File: config.mk
export PLATFORM = sky130hd
export DESIGN_NAME = lsu_axi_master_flat
export DESIGN_NICKNAME = d
export VERILOG_FILES = /design/src/rtl/lsu_axi_master_if.sv /design/src/rtl/lsu_axi_master.sv /design/src/flat_wrapper.sv
export SDC_FILE = /design/constraint.sdc
export NUM_CORES = 1
export LEC_CHECK = 0
export BUFFER_PORTS_ARGS = -buffer_cell sky130_fd_sc_hd__buf_4
export CAP_MARGIN = 20
export CORE_MARGIN = 2
export CORE_UTILIZATION = 40
export CTS_BUF_LIST = sky130_fd_sc_hd__clkbuf_8
export DETAILED_ROUTE_END_ITERATION = 10
export GPL_TIMING_DRIVEN = 0
export HOLD_SLACK_MARGIN = 0.05
export PLACE_DENSITY = 0.71
export SLEW_MARGIN = 5
export SYNTH_ARGS = -nofsm -noshare
export SYNTH_HDL_FRONTEND = slang
export SYNTH_SLANG_ARGS = --single-unit
File: constraint.sdc
create_clock -name clk -period 1.75 [get_ports clk]
set_clock_uncertainty 0.15 [all_clocks]
set_input_delay 0.175 -clock clk [delete_from_list [all_inputs] [get_ports clk]]
set_output_delay 0.175 -clock clk [all_outputs]
set_load 0.02 [all_outputs]
File: src/rtl/lsu_axi_master_if.sv
// Bundle of core request/response and AXI-lite style bus signals for the LSU master.
interface lsu_axi_master_if;
   // core request / response
   logic        reqValid;
   logic        reqReady;
   logic        reqWrite;
   logic [31:0] reqAddr;
   logic [1:0]  reqSize;
   logic        reqSigned;
   logic [31:0] reqWdata;
   logic        respValid;
   logic        respReady;
   logic [31:0] respRdata;
   logic        respErr;
   // read address / data
   logic [31:0] arAddr;
   logic [31:0] arWidth;
   logic        arValid;
   logic        arReady;
   logic [31:0] rData;
   logic        rValid;
   logic        rReady;
   // write address / data / response
   logic [31:0] awAddr;
   logic [1:0]  awPort;
   logic        awValid;
   logic        awReady;
   logic [31:0] wData;
   logic [3:0]  wStrb;
   logic        wValid;
   logic        wReady;
   logic [1:0]  bResp;
   logic        bValid;
   logic        bReady;
   // status
   logic        timeoutFlag;

   modport master (
      input  reqValid, reqWrite, reqAddr, reqSize, reqSigned, reqWdata, respReady,
             arReady, rData, rValid, awReady, wReady, bResp, bValid,
      output reqReady, respValid, respRdata, respErr, arAddr, arWidth, arValid, rReady,
             awAddr, awPort, awValid, wData, wStrb, wValid, bReady, timeoutFlag
   );

   modport slave (
      output reqValid, reqWrite, reqAddr, reqSize, reqSigned, reqWdata, respReady,
             arReady, rData, rValid, awReady, wReady, bResp, bValid,
      input  reqReady, respValid, respRdata, respErr, arAddr, arWidth, arValid, rReady,
             awAddr, awPort, awValid, wData, wStrb, wValid, bReady, timeoutFlag
   );
endinterface

File: src/rtl/lsu_axi_master.sv
// Load/store unit bus master: one outstanding transaction, core request in,
// single-beat read or write on the bus, extended response back to the core.
//
// state | meaning
// ------+-------------------------------------------------------------
// IDLE  | ready for a core request (reqReady=1)
// AR    | read address presented, waiting for arReady
// R     | rReady high, waiting for read data
// AWW   | write address and write data presented, independent handshakes
// B     | bReady high, waiting for write response
// RESP  | response presented to core until respReady
module lsu_axi_master #(
   parameter int TIMEOUT = 1024
) (
   input logic              clk,
   input logic              reset,
   lsu_axi_master_if.master bus
);

   typedef enum logic [2:0] {IDLE, AR, R, AWW, B, RESP} state_t;

   state_t      state;
   logic [1:0]  req_size;
   logic        req_signed;
   logic [15:0] wait_cnt;
   logic        aw_fin;
   logic        w_fin;
   logic        in_wait;

   function automatic logic [31:0] load_extend(input logic [31:0] d, input logic [1:0] sz,
                                               input logic sgn);
      case (sz)
         2'd0:    load_extend = {{24{sgn & d[7]}}, d[7:0]};
         2'd1:    load_extend = {{16{sgn & d[15]}}, d[15:0]};
         default: load_extend = d;
      endcase
   endfunction

   function automatic logic [3:0] store_strb(input logic [1:0] sz);
      case (sz)
         2'd0:    store_strb = 4'b0001;
         2'd1:    store_strb = 4'b0011;
         default: store_strb = 4'b1111;
      endcase
   endfunction

   function automatic logic [31:0] access_width(input logic [1:0] sz);
      case (sz)
         2'd0:    access_width = 32'd8;
         2'd1:    access_width = 32'd16;
         default: access_width = 32'd32;
      endcase
   endfunction

   assign bus.reqReady = (state == IDLE);

   // A channel counts as finished once its valid has dropped or is handshaking now.
   assign aw_fin  = !bus.awValid || bus.awReady;
   assign w_fin   = !bus.wValid  || bus.wReady;
   assign in_wait = (state == AR) || (state == R) || (state == AWW) || (state == B);

   // Per-transaction wait counter; timeoutFlag is sticky and never aborts the transfer.
   always_ff @(posedge clk) begin
      if (reset) begin
         wait_cnt        <= '0;
         bus.timeoutFlag <= 1'b0;
      end else if (bus.reqValid && state == IDLE) begin
         wait_cnt <= '0;
      end else if (in_wait) begin
         if (wait_cnt != '1)
            wait_cnt <= wait_cnt + 16'd1;
         if (({1'b0, wait_cnt} + 17'd1) >= 17'(TIMEOUT))
            bus.timeoutFlag <= 1'b1;
      end
   end

   // Transaction FSM with registered bus and response outputs.
   always_ff @(posedge clk) begin
      if (reset) begin
         state         <= IDLE;
         req_size      <= 2'd0;
         req_signed    <= 1'b0;
         bus.arValid   <= 1'b0;
         bus.arAddr    <= '0;
         bus.arWidth   <= '0;
         bus.rReady    <= 1'b0;
         bus.awValid   <= 1'b0;
         bus.awAddr    <= '0;
         bus.awPort    <= 2'b00;
         bus.wValid    <= 1'b0;
         bus.wData     <= '0;
         bus.wStrb     <= 4'b0000;
         bus.bReady    <= 1'b0;
         bus.respValid <= 1'b0;
         bus.respRdata <= '0;
         bus.respErr   <= 1'b0;
      end else begin
         case (state)
            IDLE: begin
               if (bus.reqValid) begin
                  req_size   <= bus.reqSize;
                  req_signed <= bus.reqSigned;
                  if (bus.reqSize == 2'd3) begin
                     bus.respValid <= 1'b1;
                     bus.respErr   <= 1'b1;
                     bus.respRdata <= '0;
                     state         <= RESP;
                  end else if (bus.reqWrite) begin
                     bus.awValid <= 1'b1;
                     bus.awAddr  <= bus.reqAddr;
                     bus.awPort  <= 2'b00;
                     bus.wValid  <= 1'b1;
                     bus.wData   <= bus.reqWdata;
                     bus.wStrb   <= store_strb(bus.reqSize);
                     state       <= AWW;
                  end else begin
                     bus.arValid <= 1'b1;
                     bus.arAddr  <= bus.reqAddr;
                     bus.arWidth <= access_width(bus.reqSize);
                     state       <= AR;
                  end
               end
            end
            AR: begin
               if (bus.arReady) begin
                  bus.arValid <= 1'b0;
                  bus.rReady  <= 1'b1;
                  state       <= R;
               end
            end
            R: begin
               if (bus.rValid) begin
                  bus.rReady    <= 1'b0;
                  bus.respRdata <= load_extend(bus.rData, req_size, req_signed);
                  bus.respErr   <= 1'b0;
                  bus.respValid <= 1'b1;
                  state         <= RESP;
               end
            end
            AWW: begin
               if (bus.awValid && bus.awReady)
                  bus.awValid <= 1'b0;
               if (bus.wValid && bus.wReady)
                  bus.wValid <= 1'b0;
               if (aw_fin && w_fin) begin
                  bus.bReady <= 1'b1;
                  state      <= B;
               end
            end
            B: begin
               if (bus.bValid) begin
                  bus.bReady    <= 1'b0;
                  bus.respErr   <= (bus.bResp != 2'b00);
                  bus.respRdata <= '0;
                  bus.respValid <= 1'b1;
                  state         <= RESP;
               end
            end
            RESP: begin
               if (bus.respReady) begin
                  bus.respValid <= 1'b0;
                  state         <= IDLE;
               end
            end
            default: state <= IDLE;
         endcase
      end
   end

endmodule

File: src/flat_wrapper.sv
// flat-port wrapper written by rule: the top's interface ports become plain ports
module lsu_axi_master_flat 
#(
   parameter int TIMEOUT = 1024
)
  (clk, reset, bus_reqValid, bus_reqWrite, bus_reqAddr, bus_reqSize, bus_reqSigned, bus_reqWdata, bus_respReady, bus_arReady, bus_rData, bus_rValid, bus_awReady, bus_wReady, bus_bResp, bus_bValid, bus_reqReady, bus_respValid, bus_respRdata, bus_respErr, bus_arAddr, bus_arWidth, bus_arValid, bus_rReady, bus_awAddr, bus_awPort, bus_awValid, bus_wData, bus_wStrb, bus_wValid, bus_bReady, bus_timeoutFlag);
  lsu_axi_master_if bus_i ();
  input logic clk;
  input logic reset;
  input wire logic [$bits(bus_i.reqValid)-1:0] bus_reqValid;
  input wire logic [$bits(bus_i.reqWrite)-1:0] bus_reqWrite;
  input wire logic [$bits(bus_i.reqAddr)-1:0] bus_reqAddr;
  input wire logic [$bits(bus_i.reqSize)-1:0] bus_reqSize;
  input wire logic [$bits(bus_i.reqSigned)-1:0] bus_reqSigned;
  input wire logic [$bits(bus_i.reqWdata)-1:0] bus_reqWdata;
  input wire logic [$bits(bus_i.respReady)-1:0] bus_respReady;
  input wire logic [$bits(bus_i.arReady)-1:0] bus_arReady;
  input wire logic [$bits(bus_i.rData)-1:0] bus_rData;
  input wire logic [$bits(bus_i.rValid)-1:0] bus_rValid;
  input wire logic [$bits(bus_i.awReady)-1:0] bus_awReady;
  input wire logic [$bits(bus_i.wReady)-1:0] bus_wReady;
  input wire logic [$bits(bus_i.bResp)-1:0] bus_bResp;
  input wire logic [$bits(bus_i.bValid)-1:0] bus_bValid;
  output wire logic [$bits(bus_i.reqReady)-1:0] bus_reqReady;
  output wire logic [$bits(bus_i.respValid)-1:0] bus_respValid;
  output wire logic [$bits(bus_i.respRdata)-1:0] bus_respRdata;
  output wire logic [$bits(bus_i.respErr)-1:0] bus_respErr;
  output wire logic [$bits(bus_i.arAddr)-1:0] bus_arAddr;
  output wire logic [$bits(bus_i.arWidth)-1:0] bus_arWidth;
  output wire logic [$bits(bus_i.arValid)-1:0] bus_arValid;
  output wire logic [$bits(bus_i.rReady)-1:0] bus_rReady;
  output wire logic [$bits(bus_i.awAddr)-1:0] bus_awAddr;
  output wire logic [$bits(bus_i.awPort)-1:0] bus_awPort;
  output wire logic [$bits(bus_i.awValid)-1:0] bus_awValid;
  output wire logic [$bits(bus_i.wData)-1:0] bus_wData;
  output wire logic [$bits(bus_i.wStrb)-1:0] bus_wStrb;
  output wire logic [$bits(bus_i.wValid)-1:0] bus_wValid;
  output wire logic [$bits(bus_i.bReady)-1:0] bus_bReady;
  output wire logic [$bits(bus_i.timeoutFlag)-1:0] bus_timeoutFlag;
  assign bus_i.reqValid = bus_reqValid;
  assign bus_i.reqWrite = bus_reqWrite;
  assign bus_i.reqAddr = bus_reqAddr;
  assign bus_i.reqSize = bus_reqSize;
  assign bus_i.reqSigned = bus_reqSigned;
  assign bus_i.reqWdata = bus_reqWdata;
  assign bus_i.respReady = bus_respReady;
  assign bus_i.arReady = bus_arReady;
  assign bus_i.rData = bus_rData;
  assign bus_i.rValid = bus_rValid;
  assign bus_i.awReady = bus_awReady;
  assign bus_i.wReady = bus_wReady;
  assign bus_i.bResp = bus_bResp;
  assign bus_i.bValid = bus_bValid;
  assign bus_reqReady = bus_i.reqReady;
  assign bus_respValid = bus_i.respValid;
  assign bus_respRdata = bus_i.respRdata;
  assign bus_respErr = bus_i.respErr;
  assign bus_arAddr = bus_i.arAddr;
  assign bus_arWidth = bus_i.arWidth;
  assign bus_arValid = bus_i.arValid;
  assign bus_rReady = bus_i.rReady;
  assign bus_awAddr = bus_i.awAddr;
  assign bus_awPort = bus_i.awPort;
  assign bus_awValid = bus_i.awValid;
  assign bus_wData = bus_i.wData;
  assign bus_wStrb = bus_i.wStrb;
  assign bus_wValid = bus_i.wValid;
  assign bus_bReady = bus_i.bReady;
  assign bus_timeoutFlag = bus_i.timeoutFlag;
  lsu_axi_master #(.TIMEOUT(TIMEOUT)) u_core (.clk(clk), .reset(reset), .bus(bus_i));
endmodule
==> flow_summary.ini <==
[route]
detail_route.wl_per_cell_um = 17.2
first_pass_iters = 5
routed_wirelength_mm = 26.8
drcViolationCount = 0
viasPerCell = 5.12
ant_nets = 0
vias = 7955
drt_iter0_markers = 407

[flow_run]
max_cap_violations = 0

[layout]
postLayoutCoreUtil = 0.744
fin_cells = 1554
final_common_cell = buf_4
drive_above_1_share = 0.437
synthToLayoutAreaGrowth_pct = 81.3
final_nets = 1435
antenna_cells = 0
layout_common_cells = buf_4, nand2_1, dfxtp_1, dlygate4sd3_1, a21oi_1

[clocking]
htreeDepth = 4
clockBufferDepth = 2
clkLatencyLatePin_ns = 0.47
clk_pin_slew_ns = 0.10
root_buffer = clkbuf_8
cts_tree = done
cts_buffers = 17
clkSinkCount = 164

[floorplanning]
fp.dieH_um = 135
dieArea_um2 = 18100
rows = 47
die-width_um = 135
io_pins = 286
coreArea_um2 = 16600
floorplan.initialDensity = 0.410

[placement]
port_buffers = 253
dp.cells = 1360
gp_congestion = 0.838
dp_hpwl_mm = 16.0

[status]
status = complete, but fails checks
violations = negative setup slack

[power]
seq_power_share = 0.330
p_switching_mw = 5.09
p_int_mw = 8.38
clkPwrFrac = 0.204
peakVddDrop_mv = 0.665
swShare = 0.378
leakage_nw = 5.16
total_power_mw = 13.5
pwr-share-comb = 0.466
p_per_area_nw_per_um2 = 1090

[sta]
max_freq_ghz = 0.514
rsz0062_at_grt = true
hold_viol = 0
min_period_ns = 1.94
post-route-period-util = 1.11
setup_viol = 151
tightest_slew_ns = 0.765
whs_ns = 0.139
drv_slew = 0
setup_ws_ns = -0.194
setup_tns_ns = -18.08
max_slew_margin = 0.490

[worst_hold_path]
holdCritPathClass = primary input to register
min_path_cells = 3

[setup_path]
cp_max_fo = 7
crit_arrival_ns = 2.13
startpoint_type = register
r2r_cells = 8
cp.required_ns = 1.94
setup.worst_path.class = register to register
end_kind = register

[global_route]
antenna_found_initial = 0
grt_pass1_wl_mm = 37.9
gr-usage-all-layers = 0.266
grt_pass1_vias = 7359
grt_max_degree = 17
grt_remaining_overflow = 0

[synthesis]
syn_avg_cell_area_um2 = 7.96
synth.mux.area_fraction = 0.00917
synth_compound_area_frac = 0.160
syn_area_um2 = 6830
yosys_warnings = 0
synth_ff_type = dfxtp_1
synthAdderAreaFrac = 0.00367
synth-edff-count = 0
synth_cells = 857
synth-seq-cells = 164
synth-async-reset-ratio = 0
synth_top_family_by_area = simple AND/OR/NAND/NOR gates
yosysSeqAreaShare = 0.481
ys_types = 56
synthXorXnorAreaFrac = 0.0181
synthSimpleGateAreaFrac = 0.245
state kept, by name, summed over array words and instances (netlist names), 2 cells and up:
register,cells
u_core.bus.arAddr,32
u_core.bus.arWidth,3
u_core.bus.awAddr,32
u_core.bus.respRdata,32
u_core.bus.wData,32
u_core.bus.wStrb,3
u_core.req_size,2
u_core.state,3
u_core.wait_cnt,16
synth_stat cells, types with 2 or more instances:
library cell    n  area share
a211oi_1        2      0.0022
a21bo_2         3      0.0044
a21o_1          2      0.0022
a21oi_1       143        0.10
a311oi_1        2      0.0026
and2_1          3      0.0028
and3_1          4      0.0037
buf_2          19       0.014
buf_4          42       0.046
buf_6           2      0.0033
clkbuf_1       31       0.017
dfxtp_1       164        0.48
ha_1            2      0.0037
inv_1           3      0.0016
mux2i_1         4      0.0059
nand2_1       247        0.14
nand2b_1       22       0.020
nand3_1        39       0.029
nand4_1         5      0.0046
nor2_1         33       0.018
nor3_1         10      0.0073
nor3_2          2      0.0029
nor4_1          4      0.0037
o2111ai_1       3      0.0039
o211ai_1        4      0.0044
o21a_1          3      0.0033
o21ai_0        12      0.0088
o311ai_1        2      0.0026
o31a_1          2      0.0026
o41ai_1         2      0.0026
or2_2           2      0.0018
or3_1           6      0.0055
xnor2_1         3      0.0039
xor2_1          8       0.010
area by class of cell:
cell class / count / area, um2
flip-flops and latches: 164 / 3330
clock buffers: 18 / 248
well taps: 220 / 275
inverters: 3 / 11.3
repair buffers: 421 / 3680
clock inverters: 13 / 134
fillers: 1139 / 4270
multi-input cells: 626 / 3900
plain buffers: 89 / 786
power by group through the flow:
stage,logic (mW),clock network [mW],registers [mW]
floorplan,2.12,0,4.78
global placement,3.84,0,4.43
detailed placement,3.87,0,4.44
CTS,5.05,2.78,4.38
global route,6.60,2.93,4.48
finish,6.28,2.75,4.45
through the flow:
| step | cell area (um2) | worst slack (ns) |
|---|---|---|
| floorplan | 6990 | -0.0516 |
| global placement | 9170 | -0.416 |
| detailed placement | 9170 | -0.385 |
| CTS | 11200 | -0.0929 |
| global route | 12400 | -0.252 |
| finish | 12400 | -0.194 |
metal layers:
metal,vias up,part of all wire,global-route usage
met5,-,0,0
met4,0,0.045,0.133
met3,85,0.065,0.0627
met2,348,0.50,0.459
met1,3777,0.39,0.308
li1,3745,-,-
cell families (layout without fill, tap and decap cells):
| family | Yosys count | after routing |
|---|---|---|
| AO/OA/AOI/OAI | 191 | 191 |
| XOR/XNOR | 12 | 12 |
| adder cells (fa/ha/maj) | 2 | 2 |
| buffers and inverters | 97 | 544 |
| flip-flops | 164 | 164 |
| multiplexers | 6 | 6 |
| other | 1 | 31 |
| AND/OR/NAND/NOR | 384 | 384 |
critical path, cell delays in order, from the launching register on:
cell       delay (ns)
dfxtp_4          0.37
buf_12           0.12
nor4b_4          0.32
buf_6            0.18
nand3_4          0.17
clkbuf_16        0.23
clkbuf_16        0.17
nand2_4          0.06
a21oi_2          0.04
final timing paths:
kind / from / end / slack [ns]
worst max-delay path: u_core.state[2] / u_core.bus.awAddr[25] / -0.19
worst min register to register: u_core.bus.respRdata[21] / u_core.bus.respRdata[21] / 0.31
worst min-delay path: reset / u_core.wait_cnt[9] / 0.14
worst max register to register: u_core.state[2] / u_core.bus.awAddr[25] / -0.19
repair_timing:
item,in CTS,in global routing
pin swaps,18,103
hold buffers,108,0
cloned,3,9
endpoints found under the hold margin,146,0
resized for setup,106,213
setup endpoints to repair,157,162
buffers inserted,31,17
(Power assumes the default switching activity.)
